File: src/rtl/mac_layer_sequencer.sv
// Sequences one dense CNN layer on a signed MAC datapath: fetch feature/weight pairs,
// accumulate per neuron, stream each result on AXI-Stream, raise a sticky done interrupt.
module mac_layer_sequencer #(
  parameter int unsigned DATA_W  = 8,
  parameter int unsigned ACC_W   = 32,
  parameter int unsigned LEN_W   = 10,
  parameter int unsigned OUT_W   = 8,
  parameter int unsigned WADDR_W = 16
) (
  input  logic               ACLK,
  input  logic               ARESETN,
  input  logic               cfg_start,
  input  logic [LEN_W-1:0]   cfg_len,
  input  logic [OUT_W-1:0]   cfg_nout,
  input  logic [WADDR_W-1:0] cfg_wbase,
  output logic               busy,
  output logic               done_irq,
  input  logic               irq_ack,
  output logic               feat_rd_en,
  output logic [LEN_W-1:0]   feat_addr,
  input  logic [DATA_W-1:0]  feat_data,
  output logic               w_rd_en,
  output logic [WADDR_W-1:0] w_addr,
  input  logic [DATA_W-1:0]  w_data,
  output logic [ACC_W-1:0]   m_axis_tdata,
  output logic               m_axis_tvalid,
  input  logic               m_axis_tready,
  output logic               m_axis_tlast,
  output logic [OUT_W-1:0]   out_idx
);

  localparam int unsigned PROD_W = 2 * DATA_W;

  typedef enum logic [2:0] {
    S_IDLE,
    S_RUN,
    S_DRAIN,
    S_OUT,
    S_DONE
  } state_t;

  state_t              state;
  logic [LEN_W-1:0]    len_q;
  logic [OUT_W-1:0]    nout_q;
  logic [LEN_W-1:0]    k;
  logic [WADDR_W-1:0]  wptr;
  logic [ACC_W-1:0]    acc;
  logic                rd_vld_d1;

  // Full-width signed product of the operands returned by the RAMs this cycle
  logic signed [PROD_W-1:0] feat_sx;
  logic signed [PROD_W-1:0] w_sx;
  logic signed [PROD_W-1:0] prod;

  assign feat_sx = PROD_W'($signed(feat_data));
  assign w_sx    = PROD_W'($signed(w_data));
  assign prod    = feat_sx * w_sx;

  // The accumulator register doubles as the held stream payload while in OUT
  assign m_axis_tdata = acc;

  always_ff @(posedge ACLK or negedge ARESETN) begin
    if (!ARESETN) begin
      state         <= S_IDLE;
      len_q         <= '0;
      nout_q        <= '0;
      k             <= '0;
      wptr          <= '0;
      acc           <= '0;
      rd_vld_d1     <= 1'b0;
      busy          <= 1'b0;
      done_irq      <= 1'b0;
      feat_rd_en    <= 1'b0;
      feat_addr     <= '0;
      w_rd_en       <= 1'b0;
      w_addr        <= '0;
      m_axis_tvalid <= 1'b0;
      m_axis_tlast  <= 1'b0;
      out_idx       <= '0;
    end else begin
      rd_vld_d1 <= feat_rd_en;
      if (rd_vld_d1) begin
        acc <= acc + ACC_W'(prod);
      end
      // Acknowledge only clears; a set in DONE below takes priority
      if (irq_ack) begin
        done_irq <= 1'b0;
      end

      case (state)
        S_IDLE: begin
          if (cfg_start) begin
            len_q   <= cfg_len;
            nout_q  <= cfg_nout;
            wptr    <= cfg_wbase;
            k       <= '0;
            out_idx <= '0;
            acc     <= '0;
            busy    <= 1'b1;
            if ((cfg_len == '0) || (cfg_nout == '0)) begin
              state <= S_DONE;
            end else begin
              state      <= S_RUN;
              feat_rd_en <= 1'b1;
              w_rd_en    <= 1'b1;
              feat_addr  <= '0;
              w_addr     <= cfg_wbase;
            end
          end
        end

        S_RUN: begin
          if (k == len_q - LEN_W'(1)) begin
            state      <= S_DRAIN;
            feat_rd_en <= 1'b0;
            w_rd_en    <= 1'b0;
          end else begin
            k         <= k + LEN_W'(1);
            feat_addr <= k + LEN_W'(1);
            w_addr    <= wptr + WADDR_W'(k + LEN_W'(1));
          end
        end

        S_DRAIN: begin
          state         <= S_OUT;
          m_axis_tvalid <= 1'b1;
          m_axis_tlast  <= (out_idx == nout_q - OUT_W'(1));
        end

        S_OUT: begin
          if (m_axis_tready) begin
            m_axis_tvalid <= 1'b0;
            m_axis_tlast  <= 1'b0;
            acc           <= '0;
            k             <= '0;
            wptr          <= wptr + WADDR_W'(len_q);
            if (m_axis_tlast) begin
              state <= S_DONE;
            end else begin
              state      <= S_RUN;
              out_idx    <= out_idx + OUT_W'(1);
              feat_rd_en <= 1'b1;
              w_rd_en    <= 1'b1;
              feat_addr  <= '0;
              w_addr     <= wptr + WADDR_W'(len_q);
            end
          end
        end

        S_DONE: begin
          done_irq <= 1'b1;
          busy     <= 1'b0;
          state    <= S_IDLE;
        end

        default: begin
          state <= S_IDLE;
          busy  <= 1'b0;
        end
      endcase
    end
  end

endmodule
File: config.mk
export PLATFORM = sky130hd
export DESIGN_NAME = mac_layer_sequencer
export DESIGN_NICKNAME = d
export VERILOG_FILES = /design/src/rtl/mac_layer_sequencer.sv
export SDC_FILE = /design/constraint.sdc
export NUM_CORES = 1
export LEC_CHECK = 0
export ABC_AREA = 1
export BUFFER_PORTS_ARGS = -buffer_cell sky130_fd_sc_hd__buf_2
export CORE_UTILIZATION = 55
export DETAILED_ROUTE_END_ITERATION = 10
export GPL_TIMING_DRIVEN = 1
export PLACE_DENSITY_LB_ADDON = 0.15
export SLEW_MARGIN = 20
export SYNTH_ARGS = -nofsm -noshare
export SYNTH_HDL_FRONTEND = slang
export SYNTH_SLANG_ARGS = --single-unit
File: constraint.sdc
create_clock -name ACLK -period 1.9 [get_ports ACLK]
set_input_delay 0.38 -clock ACLK [delete_from_list [all_inputs] [get_ports ACLK]]
set_output_delay 0.38 -clock ACLK [all_outputs]
set_load 0.05 [all_outputs]
==> out/metrics.yaml <==
drv.max_cap_violation_count: 0
power_per_cell_area_mw_per_mm2: 2050
path_class: "in2reg"
die_height_um: 149.7
port-buffer-count: 126
core_area_mm2: 0.02122
io_pins: 127
finalHoldViolCount: 0
cp.buffers_inverters: 10
postLayoutCellArea_mm2: 0.01852
tritoncts: "done"
die_w_um: 149.7
antenna_cells: 0
timing.clock.skew_ns: 0.01696
rr_startpoint: "len_q[3]"
violations: "setup timing"
setup_repair_after_global_routing_missed_its_margin: "true"
grt_overflow: 0
final-setup-viol-count: 76
power_frac_seq_pct: 7.0
initial_core_util_pct: 56.53
clk_root_buffer_cell: "sky130_fd_sc_hd__clkbuf_16"
fin_crit_ns: 5.612
drc: 0
number_of_antenna_violations_at_the_first_check_in_global_routing: 0
mostFrequentLayoutCells: "sky130_fd_sc_hd__nand2_1, sky130_fd_sc_hd__buf_4, sky130_fd_sc_hd__inv_1"
r2r_cells: 12
power_report.internal_total_mw: 18.84
irDropWorstVdd_v: 0.001717
tightest_slew_ns: 0.6343
area.growth.synth_to_final_pct: 54.39
worst-endpoint-required_ns: 2.23
r2r_setup_slack_ns: -0.42
critical_path_cell_count: 33
worst_ep_arrival_time_ns: 5.94
grt_start_max_net_pins: 56
critical_path.slowest_cell: "sky130_fd_sc_hd__fa_2"
dp_worst_setup_slack_ns: -4.016
wire_per_inst_um: 20.02
drtAntennaViolNets: 0
synth_cells: 1746
maximum_clock_frequency_mhz: 178.2
share_of_layout_cells_above_drive_strength_1_pct: 43.45
final_common_cell: "sky130_fd_sc_hd__nand2_1"
core.rowCount: 53
power_leakage_nw: 9.342
timing.final.max_slew_violations: 0
number_of_global_route_vias_before_repair: 13720
cts_htree_levels: 4
sw_frac_of_total_pct: 50.38
numClockSinks: 119
wirelength_mm: 49.22
ys_seq_area_share_pct: 24.83
worst-path-max-fanout: 8
cts_buffer_depth: 2
netSwitchingPower_mw: 19.13
place.detailed.hpwl_mm: 28.62
crit_family: "adder cells"
detail_route.first_pass.iterations: 8
post_synth_instance_area_mm2: 0.01200
placed_cell_area_mm2: 0.01536
cp-start-kind: "input pin"
total_via_count_in_the_routed_design: 14610
power_frac_clock_pct: 8.6
number_of_nets_in_the_final_layout: 2370
clk_transition_reported_paths_ns: 0.06
worstSetupStartpoint: "w_data[7]"
drt-vias-per-instance: 5.941
grt_pass1_wl_mm: 66.63
ys_warn_count: 0
clkLatencyLatePin_ns: 0.45
relSlewSlack_pct: 57.66
synthesis.nets: 1944
postLayoutSetupSlackWorst_ns: -3.712
holdCritPathClass: "in2reg"
crit-reg2reg-capture: "feat_addr[8]"
tritoncts.num_buffers: 17
synthDistinctLibCells: 51
critical_path.endpoint_type: "flip-flop"
floorplan.die_area_mm2: 0.02240
cp_slowest_stage_delay_ns: 0.56
finalSetupTns_ns: -106.49
worstSetupEndpoint: "m_axis_tdata[29]"
track_usage_pct: 38.03
synth_seq_cells: 119
detail_route.iter0.violations: 1125
status: "complete, but fails checks"
comb_power_share_pct: 84.4
final_worst_path_cycle_share_pct: 295.4
synth_area_per_cell_um2: 6.870
gp_congestion: 0.9745
## worst register-to-register path, stage by stage (launching register included)
cell and delay [ns]:
sky130_fd_sc_hd__dfrtp_1 0.52, sky130_fd_sc_hd__nor2_1 0.21, sky130_fd_sc_hd__nand3_2 0.14, sky130_fd_sc_hd__nor3_1 0.30
sky130_fd_sc_hd__nand2_1 0.11, sky130_fd_sc_hd__nand4_1 0.12, sky130_fd_sc_hd__nor2_2 0.05, sky130_fd_sc_hd__buf_4 0.14
sky130_fd_sc_hd__nand3_4 0.18, sky130_fd_sc_hd__buf_6 0.18, sky130_fd_sc_hd__nand2_8 0.10, sky130_fd_sc_hd__nand2_2 0.10
sky130_fd_sc_hd__nand2_1 0.06
## worst min-delay path by stage
stage                       start         endpoint  slack [ns]  cells after the start
after detailed placement  ARESETN  m_axis_tdata[4]        0.31                      1
after global placement    ARESETN  m_axis_tdata[4]        0.31                      1
after floorplan           ARESETN             busy        0.08                      0
after CTS                 irq_ack         done_irq        0.13                      2
after global routing      irq_ack         done_irq        0.14                      2
final                     irq_ack         done_irq        0.13                      2
## per-layer routing
metal  vias up  share of wire (%)  global-route usage, %
met5         -                  0                      0
met4         0                8.2                  23.03
met3       379                8.7                  5.366
met2       975                 48                  67.66
met1      6881                 35                  43.03
li1       6375                  -                      -
## cell usage after synthesis (all sizes together)
| master | count | area [um^2] |
|---|---|---|
| nand3b | 10 | 75.07 |
| nor3b | 2 | 15.01 |
| o21bai | 9 | 67.56 |
| clkinv | 1 | 3.750 |
| nor4 | 5 | 31.28 |
| nand2 | 489 | 1892 |
| o21a | 1 | 7.510 |
| nand4 | 23 | 143.9 |
| fa | 58 | 1161 |
| nor3 | 17 | 100.1 |
| a22oi | 6 | 45.04 |
| buf | 19 | 136.4 |
| a31o | 1 | 8.760 |
| or2 | 9 | 56.30 |
| a21oi | 94 | 474.2 |
| dfrtp | 119 | 2978 |
| o221ai | 2 | 17.52 |
| inv | 316 | 1186 |
| ha | 85 | 1064 |
| a211oi | 2 | 20.02 |
| xnor2 | 20 | 175.2 |
| clkbuf | 26 | 97.59 |
| and2 | 2 | 12.51 |
| o32ai | 1 | 8.760 |
| o211ai | 15 | 112.6 |
| o31ai | 1 | 7.510 |
| xor2 | 32 | 280.3 |
| nand3 | 139 | 718.2 |
| nor2 | 158 | 650.6 |
| o21ai | 73 | 365.3 |
| a21o | 5 | 37.54 |
| and3 | 2 | 12.51 |
| o221a | 1 | 11.26 |
| a21boi | 3 | 22.52 |
## timing repair
| item | 4_1_cts | 5_1_grt |
|---|---|---|
| resized for setup | 278 | 234 |
| cloned | 5 | 3 |
| hold endpoints to repair | 13 | 0 |
| endpoints found under the setup margin | 80 | 90 |
| buffers inserted | 31 | 27 |
| pin swaps | 111 | 128 |
| hold buffers | 1 | 0 |
## flip-flops by register name, indices dropped and copies added, names as in the netlist, 3 cells and up
| name | cells |
|---|---|
| feat_addr | 10 |
| k | 10 |
| len_q | 10 |
| m_axis_tdata | 32 |
| nout_q | 8 |
| out_idx | 8 |
| state | 3 |
| w_addr | 16 |
| wptr | 16 |
## logic make-up after synthesis
kind of cell             share of synthesized area (%)
AND/OR/NAND/NOR                                  30.91
buffers and inverters                            11.87
AO/OA/AOI/OAI                                    10.06
adder cells (fa/ha/maj)                          18.55
flip-flops                                       24.83
XOR/XNOR                                         3.797
## stage by stage
stage | std cells | power [mW] | utilization (%) | hold slack (ns)
after floorplan | 1746 | 15.47 | - | 0.08441
after global placement | 2363 | 22.65 | 72.39 | 0.3116
after detailed placement | 2363 | 23.13 | 72.39 | 0.3097
after CTS | 2431 | 31.06 | 81.67 | 0.1337
after global routing | 2459 | 39.59 | 87.27 | 0.1366
final | 2459 | 37.97 | 87.27 | 0.1273
## cell type report
type	count	area (um^2)
fill	1089	2701
clock inverter	12	117.6
multi-input combinational	1269	9923
timing repair buffer	447	3483
inverter	317	1209
sequential	119	2984
tap	275	344.1
timing repair inverter	1	5.005
clock buffer	19	452.9
## power by group through the flow
| stage | sequential [mW] | combinational (mW) | clock, mW |
|---|---|---|---|
| after detailed placement | 2.71 | 20.4 | 0 |
| after CTS | 2.67 | 25.2 | 3.23 |
| after global routing | 2.68 | 33.6 | 3.35 |
| after global placement | 2.70 | 19.9 | 0 |
| final | 2.67 | 32.0 | 3.26 |
| after floorplan | 2.89 | 12.6 | 0 |
(Power assumes the default switching activity.)
